### src/rtl/pll_rst_seq.sv
// PLL reset sequencer: holds sys_rstn low until a synchronized PLL lock has been stable long enough.
// Optional macro PLL_RST_TIMEOUT_EN adds a lock timeout that pulses pll_reset for 8 cycles.
//
// state      | meaning
// HOLD       | sys_rstn low for RST_HOLD_CYCLES after any reset cause
// WAIT_LOCK  | waiting for lock_s to go high
// STABILIZE  | counting consecutive lock_s cycles up to LOCK_STABLE_CYCLES
// RUN        | lock stable, sys_rstn and ready high
// PLL_PULSE  | pll_reset driven high for 8 cycles (timeout build only)

module pll_rst_seq #(
  parameter int unsigned LOCK_STABLE_CYCLES = 1024,
  parameter int unsigned RST_HOLD_CYCLES    = 16,
  parameter int unsigned TIMEOUT_CYCLES     = 65535
) (
  input  logic       clkin,
  input  logic       resetn,
  input  logic       pll_lock,
  input  logic       sw_rst_req,
  output logic       pll_reset,
  output logic       sys_rstn,
  output logic       ready,
  output logic [7:0] lock_lost_cnt
);

  localparam logic [2:0] HOLD      = 3'd0;
  localparam logic [2:0] WAIT_LOCK = 3'd1;
  localparam logic [2:0] STABILIZE = 3'd2;
  localparam logic [2:0] RUN       = 3'd3;

  localparam logic [15:0] HOLD_LAST   = 16'(RST_HOLD_CYCLES - 1);
  localparam logic [15:0] STABLE_LAST = 16'(LOCK_STABLE_CYCLES - 1);

  logic        lock_m, lock_s;
  logic [2:0]  state, state_base, state_nxt;
  logic [15:0] cnt, cnt_base, cnt_nxt;
  logic        run_nxt;

`ifdef PLL_RST_TIMEOUT_EN
  localparam logic [2:0]  PLL_PULSE    = 3'd4;
  localparam logic [15:0] PULSE_LAST   = 16'd7;
  localparam logic [15:0] TIMEOUT_LAST = 16'(TIMEOUT_CYCLES - 1);
`endif

  always_ff @(posedge clkin or negedge resetn) begin
    if (!resetn) begin
      lock_m <= 1'b0;
      lock_s <= 1'b0;
    end else begin
      lock_m <= pll_lock;
      lock_s <= lock_m;
    end
  end

  // One shared counter: hold time, stable-lock streak and pulse width never overlap.
  always_comb begin
    state_base = state;
    cnt_base   = cnt;
    case (state)
      HOLD: begin
        if (sw_rst_req) begin
          cnt_base = '0;
        end else if (cnt == HOLD_LAST) begin
          state_base = WAIT_LOCK;
          cnt_base   = '0;
        end else begin
          cnt_base = cnt + 16'd1;
        end
      end
      WAIT_LOCK: begin
        if (sw_rst_req) begin
          state_base = HOLD;
          cnt_base   = '0;
        end else if (lock_s) begin
          state_base = STABILIZE;
          cnt_base   = '0;
        end
      end
      STABILIZE: begin
        if (sw_rst_req) begin
          state_base = HOLD;
          cnt_base   = '0;
        end else if (!lock_s) begin
          state_base = WAIT_LOCK;
          cnt_base   = '0;
        end else if (cnt == STABLE_LAST) begin
          state_base = RUN;
          cnt_base   = '0;
        end else begin
          cnt_base = cnt + 16'd1;
        end
      end
      RUN: begin
        if (!lock_s || sw_rst_req) begin
          state_base = HOLD;
          cnt_base   = '0;
        end
      end
`ifdef PLL_RST_TIMEOUT_EN
      PLL_PULSE: begin
        if (cnt == PULSE_LAST) begin
          state_base = HOLD;
          cnt_base   = '0;
        end else begin
          cnt_base = cnt + 16'd1;
        end
      end
`endif
      default: begin
        state_base = HOLD;
        cnt_base   = '0;
      end
    endcase
  end

`ifdef PLL_RST_TIMEOUT_EN
  logic [15:0] to_cnt, to_cnt_nxt;
  logic        to_hit;
  logic        pll_reset_q;

  // Timeout only fires when the cycle would otherwise neither reach RUN nor go to HOLD.
  always_comb begin
    state_nxt = state_base;
    cnt_nxt   = cnt_base;
    to_hit    = ((state == WAIT_LOCK) || (state == STABILIZE)) && (to_cnt == TIMEOUT_LAST);
    if (to_hit && (state_base != RUN) && (state_base != HOLD)) begin
      state_nxt = PLL_PULSE;
      cnt_nxt   = '0;
    end
    if ((state_nxt == STABILIZE) || ((state_nxt == WAIT_LOCK) && (state == WAIT_LOCK)))
      to_cnt_nxt = to_cnt + 16'd1;
    else
      to_cnt_nxt = '0;
  end

  always_ff @(posedge clkin or negedge resetn) begin
    if (!resetn) begin
      to_cnt      <= '0;
      pll_reset_q <= 1'b0;
    end else begin
      to_cnt      <= to_cnt_nxt;
      pll_reset_q <= (state_nxt == PLL_PULSE);
    end
  end

  assign pll_reset = pll_reset_q;
`else
  assign state_nxt = state_base;
  assign cnt_nxt   = cnt_base;
  assign pll_reset = 1'b0;

  // TIMEOUT_CYCLES has no effect unless the timeout is compiled in.
  if (TIMEOUT_CYCLES == 0) begin : g_timeout_unused
  end
`endif

  assign run_nxt = (state == RUN) && (state_nxt == RUN);

  always_ff @(posedge clkin or negedge resetn) begin
    if (!resetn) begin
      state         <= HOLD;
      cnt           <= '0;
      sys_rstn      <= 1'b0;
      ready         <= 1'b0;
      lock_lost_cnt <= '0;
    end else begin
      state    <= state_nxt;
      cnt      <= cnt_nxt;
      sys_rstn <= run_nxt;
      ready    <= run_nxt;
      if ((state == RUN) && !lock_s && (lock_lost_cnt != 8'hFF))
        lock_lost_cnt <= lock_lost_cnt + 8'd1;
    end
  end

endmodule

### config.mk
export PLATFORM = sky130hd
export DESIGN_NAME = pll_rst_seq
export DESIGN_NICKNAME = d
export VERILOG_FILES = /design/src/rtl/pll_rst_seq.sv
export SDC_FILE = /design/constraint.sdc
export NUM_CORES = 1
export LEC_CHECK = 0
export ABC_AREA = 0
export BUFFER_PORTS_ARGS = -buffer_cell sky130_fd_sc_hd__buf_2
export CAP_MARGIN = 20
export CELL_PAD_IN_SITES_DETAIL_PLACEMENT = 0
export CELL_PAD_IN_SITES_GLOBAL_PLACEMENT = 1
export CORE_ASPECT_RATIO = 0.8
export CORE_MARGIN = 3
export CORE_UTILIZATION = 40
export DETAILED_ROUTE_END_ITERATION = 8
export MAX_ROUTING_LAYER = met4
export PLACE_DENSITY = 0.79
export SLEW_MARGIN = 25
export SYNTH_ARGS = -nofsm -noshare
export SYNTH_HDL_FRONTEND = slang
export SYNTH_SLANG_ARGS = --single-unit
### constraint.sdc
create_clock -name clkin -period 1.8 [get_ports clkin]
set_input_delay 0.27 -clock clkin [delete_from_list [all_inputs] [get_ports clkin]]
set_output_delay 0.27 -clock clkin [all_outputs]
set_load 0.05 [all_outputs]
==> summary.md, run 1 <==
| Metric | Value |
|---|---|
| Dominant cell type by area after synthesis | `dfrtp_1` |
| DP Cell Count | `209` |
| # diodes | `0` |
| Fmax | `571 MHz` |
| Clk_skew | `7.05 ps` |
| Residual DRC count | `0` |
| Rel. slew slack | `56.0%` |
| Port bufs | `13` |
| Worst setup margin | `49.7 ps` |
| Status | `finished, final reports clean` |
| WL/cell | `14.6 µm` |
| DR vias/cell | `5.60` |
| Clock latency on the worst-skew pair | `280 ps` |
| Hold crit path type | `input pin to async pin` |
| Register area share after synthesis | `49.0%` |
| FP Rows | `19` |
| Max-Cap Viols | `0` |
| Multi-input gate area | `791 µm²` |
| Post-route cell area | `1910 µm²` |
| Pin count of the biggest net entering global routing | `31` |
| Routed vias | `1233` |
| Core box area | `3540 µm²` |
| Synthesized cell area | `1530 µm²` |
| Total clock sinks | `30` |
| Element type at the critical path end | `flop` |
| Area growth syn-to-layout | `24.7%` |
| VDD IR max | `0.366 mV` |
| Placer Congestion | `0.806` |
| WP data arrival | `1920 ps` |
| Library cells used by synthesis | `38` |
| CTS buffer count | `5` |
| Period minus WS final | `1750 ps` |
| Initial antenna violation count | `0` |
| Final Hold Fails | `0` |
| Top cells by area, synth | `dfrtp_1, nand4_1, xnor2_1` |
| Starting Density | `43.2%` |
| Global-route total usage across every layer | `16.6%` |
| Post-synth EDFFs | `0` |
| CTS max path bufs | `2` |
| Post-layout util | `53.9%` |
| Drt pass-1 iters | `4` |
| Critical R2R Launch | `cnt[13]` |
| Final-layout fill cell count | `314` |
| Worst Setup Slack post-DPL | `51.5 ps` |
| CP Max Fanout | `6` |
| Final period util | `97.2%` |
| Layout cell share with drive strength beyond 1 | `30.9%` |
| Die ar. | `4610 µm²` |
| Setup crit start | `cnt[13]` |
| Hold slack | `19.5 ps` |
| Antenna-violating nets left | `0` |
| Slew Viols, Final | `0` |
| Mean Syn Cell Area | `10.4 µm²` |
| # H-tree levels | `2` |
| Root buf cell | `clkbuf_8` |
| Post-synth top area share | `49.0%` |
| # IOs | `15` |
| Power Density | `731 nW/µm²` |
| Clk slew on worst S/H paths | `70 ps` |
| Final wirelength | `3200 µm` |
| First-pass GRT wire length | `5430 µm` |
| Final std cells w/o fill | `220` |
| Final setup viols | `0` |
| Chip width | `75.2 µm` |
| Slew @ Worst Pin | `660 ps` |
| Clock tree from TritonCTS | `yes` |
| Total congestion overflow | `0` |
| Worst setup SP type | `flop` |
| Synth warn | `0` |
| P_leak | `0.000901 µW` |
| Type of the worst setup path | `flop to flop` |
| Sequential Area | `754 µm²` |
| Cells after synthesis | `147` |
| # hold bufs at CTS | `0` |
| Final net count | `183` |
| FFs w/ async S/R, synth | `100%` |
| Chip height | `61.3 µm` |
| Ys flop type | `dfrtp_1` |
| DRT iter0 DRCs | `97` |
| Vias in the first global route | `1199` |
| Post-DP HPWL | `2260 µm` |
| Cell Area, Placed | `1740 µm²` |
| Critical Path RT | `1970 ps` |
| Register bit total from synthesis | `30` |
[area by class of cell]
class	count	share of cell area [%]
multi-input combinational	108	41.4
sequential	30	39.5
timing repair buffer	31	11.1
clock buffer	6	4.33
tap	42	2.75
clock inverter	2	0.655
inverter	1	0.197
[cells by family (layout without fill, tap and decap cells)]
logic type	count (synthesis)	after routing	synth area share, %
other cells	1	2	0.245
flops	30	30	49.0
compound gates	22	22	10.7
simple gates	66	66	24.8
buf+inv	10	40	4.08
mux	4	4	2.70
xor+xnor	12	12	6.86
fa+ha+maj	2	2	1.63
[final timing paths]
| check | to | slack, ps | depth (start not counted) |
|---|---|---|---|
| setup / recovery | cnt[9] | 50 | 5 |
| max in group asynchronous | lock_lost_cnt[1] | 1310 | 1 |
| min in group clkin | lock_m | 100 | 1 |
| setup reg to reg | cnt[9] | 50 | 5 |
| hold / removal | cnt[14] | 20 | 1 |
| hold reg to reg | lock_s | 350 | 0 |
[layer usage]
metal / global-route usage [%] / vias to the layer above / routed length, µm
met1: 22.0 / 612 / 1660
met5: - / - / 0
met3: 4.89 / 2 / 115
met2: 24.2 / 17 / 1420
li1: - / 602 / -
met4: 5.74 / 0 / 15
[cells in the final DEF (no fill, tap or decap), types with 2 or more instances in the layout]
cell type / count
a21oi_1: 5
a21oi_2: 2
a22o_1: 2
a31oi_1: 3
and3_1: 6
and4_1: 4
buf_2: 13
buf_4: 17
clkbuf_8: 6
conb_1: 2
dfrtp_1: 27
dfrtp_2: 3
ha_4: 2
mux2i_1: 3
nand2_1: 8
nand3_1: 12
nand3b_1: 2
nand4_1: 10
nor2_1: 13
o211a_1: 2
o21ai_1: 2
xnor2_1: 7
xor2_1: 5
[power breakdown]
part           internal [µW]  switching (µW)
Combinational           59.1            65.0
Sequential               693            20.1
Clock                    307             252
Total                   1060             337
[worst max-delay path, cell delays in order, from the launching register on]
cell,delay [ps]
dfrtp_1,430
nor4_4,330
nand4_1,180
a22o_4,340
buf_4,170
a22o_1,200
[repair_timing]
| action | in CTS | in global routing |
|---|---|---|
| endpoints found under the hold margin | 0 | 0 |
| setup buffers | 0 | 3 |
| endpoints found under the setup margin | 0 | 14 |
| gates resized for setup | 0 | 9 |
[stage by stage]
stage	power, µW	setup TNS [ps]
2_1_floorplan	775	0
3_3_place_gp	825	0
3_5_place_dp	833	0
4_1_cts	1400	0
5_1_grt	1480	-24.5
6_report	1400	0
[cell usage after synthesis (2+ instances only)]
cell type	n
nand3_1	12
a22o_1	2
and3_1	7
dfrtp_1	30
nand3b_1	2
nor4_1	2
buf_2	5
and4_1	4
o21ai_1	2
a31oi_1	3
a21oi_1	7
xnor2_1	7
nand4_1	10
buf_4	3
xor2_1	5
ha_1	2
nand2_1	8
o211a_1	2
mux2i_1	3
nor2_1	13
[sequential cells by signal (all words and copies together), names as in the netlist]
signal,count
cnt,16
lock_lost_cnt,8
state,3
lock_m,1
lock_s,1
ready,1
(Power assumes the default switching activity.)
==> run 2, diff against run 1 <==
--- a/config.mk
+++ b/config.mk
@@ -12,10 +12,10 @@
 export CELL_PAD_IN_SITES_GLOBAL_PLACEMENT = 1
 export CORE_ASPECT_RATIO = 0.8
 export CORE_MARGIN = 3
-export CORE_UTILIZATION = 40
+export CORE_UTILIZATION = 41
 export DETAILED_ROUTE_END_ITERATION = 8
 export MAX_ROUTING_LAYER = met4
-export PLACE_DENSITY = 0.79
+export PLACE_DENSITY = 0.8
 export SLEW_MARGIN = 25
 export SYNTH_ARGS = -nofsm -noshare
 export SYNTH_HDL_FRONTEND = slang
==> summary.md, run 2 (synthesized netlist as in run 1, its figures left out) <==
| Metric | Value |
|---|---|
| Vias in the first global route | `1196 (-0.25%)` |
| # IOs | `15 (unchanged)` |
| Worst setup SP type | `flop` |
| WL/cell | `15.2 µm (+4.6%)` |
| Tot Pwr | `1480 µW (+6.3%)` |
| Hold crit path type | `input pin to async pin` |
| Commonest cells after routing, fill and taps aside | `dfrtp_1, buf_4, nor2_1, buf_2, nand3_1` |
| P_leak | `0.000896 µW (-0.58%)` |
| Final-layout fill cell count | `322 (+2.5%)` |
| Type of the worst setup path | `flop to flop` |
| Status | `finished, final reports clean` |
| Element type at the critical path end | `flop` |
| Total clock sinks | `30 (unchanged)` |
| Slew @ Worst Pin | `641 ps (-18.9 ps)` |
| Final setup viols | `0 (unchanged)` |
| Regs by FF count | `cnt x16, lock_lost_cnt x8, state x3` |
| Global-route total usage across every layer | `17.5% (+0.94 points)` |
| Chip width | `74.3 µm (-1.1%)` |
| Clk_skew | `5.94 ps (-1.11 ps)` |
| Chip height | `60.7 µm (-1.1%)` |
| Reg2reg end | `cnt[12]` |
| # diodes | `0 (unchanged)` |
| # H-tree levels | `2 (unchanged)` |
| Antenna-violating nets left | `0 (unchanged)` |
| Starting Density | `43.5% (+0.29 points)` |
| DR vias/cell | `5.70 (+1.7%)` |
| Area growth syn-to-layout | `23.8%` |
| Critical Path RT | `1960 ps (about the same)` |
| Layout cell share with drive strength beyond 1 | `29.4% (-1.5 points)` |
| Drt pass-1 iters | `4 (unchanged)` |
| First-pass GRT wire length | `5590 µm (+2.9%)` |
| Routed vias | `1248 (+1.2%)` |
| Period minus WS final | `1760 ps (+6.73 ps)` |
| CTS buffer count | `5 (unchanged)` |
| Most common cell after layout, fill and taps aside | `dfrtp_1` |
| Final period util | `97.6% (+0.37 points)` |
| Slew Viols, Final | `0 (unchanged)` |
| VDD IR max | `0.376 mV (+2.7%)` |
| CTS max path bufs | `2 (unchanged)` |
| Total congestion overflow | `0 (unchanged)` |
| Clk slew on worst S/H paths | `60 ps (about the same)` |
| Register-to-register setup slack | `40 ps (about the same)` |
| Final std cells w/o fill | `219 (-0.45%)` |
| Clock latency on the worst-skew pair | `280 ps (about the same)` |
| Final wirelength | `3340 µm (+4.1%)` |
| Critical R2R Launch | `cnt[8]` |
| DP Cell Count | `210 (+0.48%)` |
| FP Rows | `19 (unchanged)` |
| Fmax | `569 MHz (-0.38%)` |
| Port bufs | `13 (unchanged)` |
| CP Max Fanout | `7 (+1)` |
| WP data arrival | `1910 ps (about the same)` |
| Power Density | `783 nW/µm² (+7.0%)` |
| Max FFs per register | `16 (unchanged)` |
| Biggest register | `cnt` |
| Final net count | `182 (-0.55%)` |
| Initial antenna violation count | `0 (unchanged)` |
| R2R cell count | `6 (+1)` |
| Final Hold Fails | `0 (unchanged)` |
| DRT iter0 DRCs | `111 (+14%)` |
| Residual DRC count | `0 (unchanged)` |
| Setup crit start | `cnt[8]` |
| Post-DP HPWL | `2340 µm (+3.6%)` |
| Pin count of the biggest net entering global routing | `31 (unchanged)` |
| Core box area | `3520 µm² (-0.67%)` |
| Placer Congestion | `0.927 (+15%)` |
| Root buf cell | `clkbuf_8` |
| Die ar. | `4510 µm² (-2.2%)` |
| Max-Cap Viols | `0 (unchanged)` |
| Rel. slew slack | `57.3% (+1.3 points)` |
| Clock tree from TritonCTS | `yes` |
| Setup crit end | `cnt[12]` |
| RSZ-0062 raised after global routing | `yes` |
| Post-layout util | `53.9% (about the same)` |
[run 2: timing repair]
item,in CTS,in global routing
hold buffers,0,0
resized for setup,0,8
endpoints found under the setup margin,0,12
setup buffers,0,1
[run 2: power breakdown]
part	switching (µW)	total [µW]	internal, µW
sequential	13.2	707	694
combinational	66.9	120	52.9
clock	244	657	413
total	324	1480	1160
[run 2: per-layer routing]
metal	part of all wire [%]	GRT usage [%]	wire [µm]	vias to the layer above
met5	0	-	0	-
met4	1.9	7.87	65	0
met3	5.6	6.13	188	10
met2	44	23.4	1480	34
met1	48	23.8	1600	612
li1	-	-	-	592
[run 2: worst max-delay path, cell delays in order, from the launching register on]
cell and delay, ps:
dfrtp_1 390, nor4_1 380, nand4_1 190, a22o_4 290, buf_4 170, a21oi_1 130, mux2i_1 90
[run 2: area by class of cell]
class / count / area, µm² / share of cell area, %
multi-input cells: 108 / 771 / 40.7
well taps: 42 / 52.6 / 2.77
clock buffers: 7 / 76.3 / 4.03
inverters: 1 / 3.75 / 0.198
repair buffers: 30 / 205 / 10.8
flip-flops and latches: 30 / 757 / 39.9
clock inverters: 1 / 30.0 / 1.58
[run 2: how the worst min path moves through the flow]
stage,startpoint,end,slack (ps),cells after the start
after CTS,resetn,state[1],30,1
after floorplan,resetn,cnt[0],-30,0
after global placement,resetn,state[2],330,1
final,resetn,state[1],5,1
after detailed placement,resetn,state[1],340,1
after global routing,resetn,cnt[6],70,1
[run 2: through the flow]
step | hold WS (ps) | setup WS (ps) | TNS, ps | cell area, µm²
global route | 65.6 | -49.2 | -269 | 1900
global placement | 333 | 82.3 | 0 | 1750
floorplan | -25.6 | 7.77 | 0 | 1560
finish | 5.27 | 43.0 | 0 | 1900
detailed placement | 337 | 60.1 | 0 | 1750
CTS | 27.1 | 55.1 | 0 | 1860
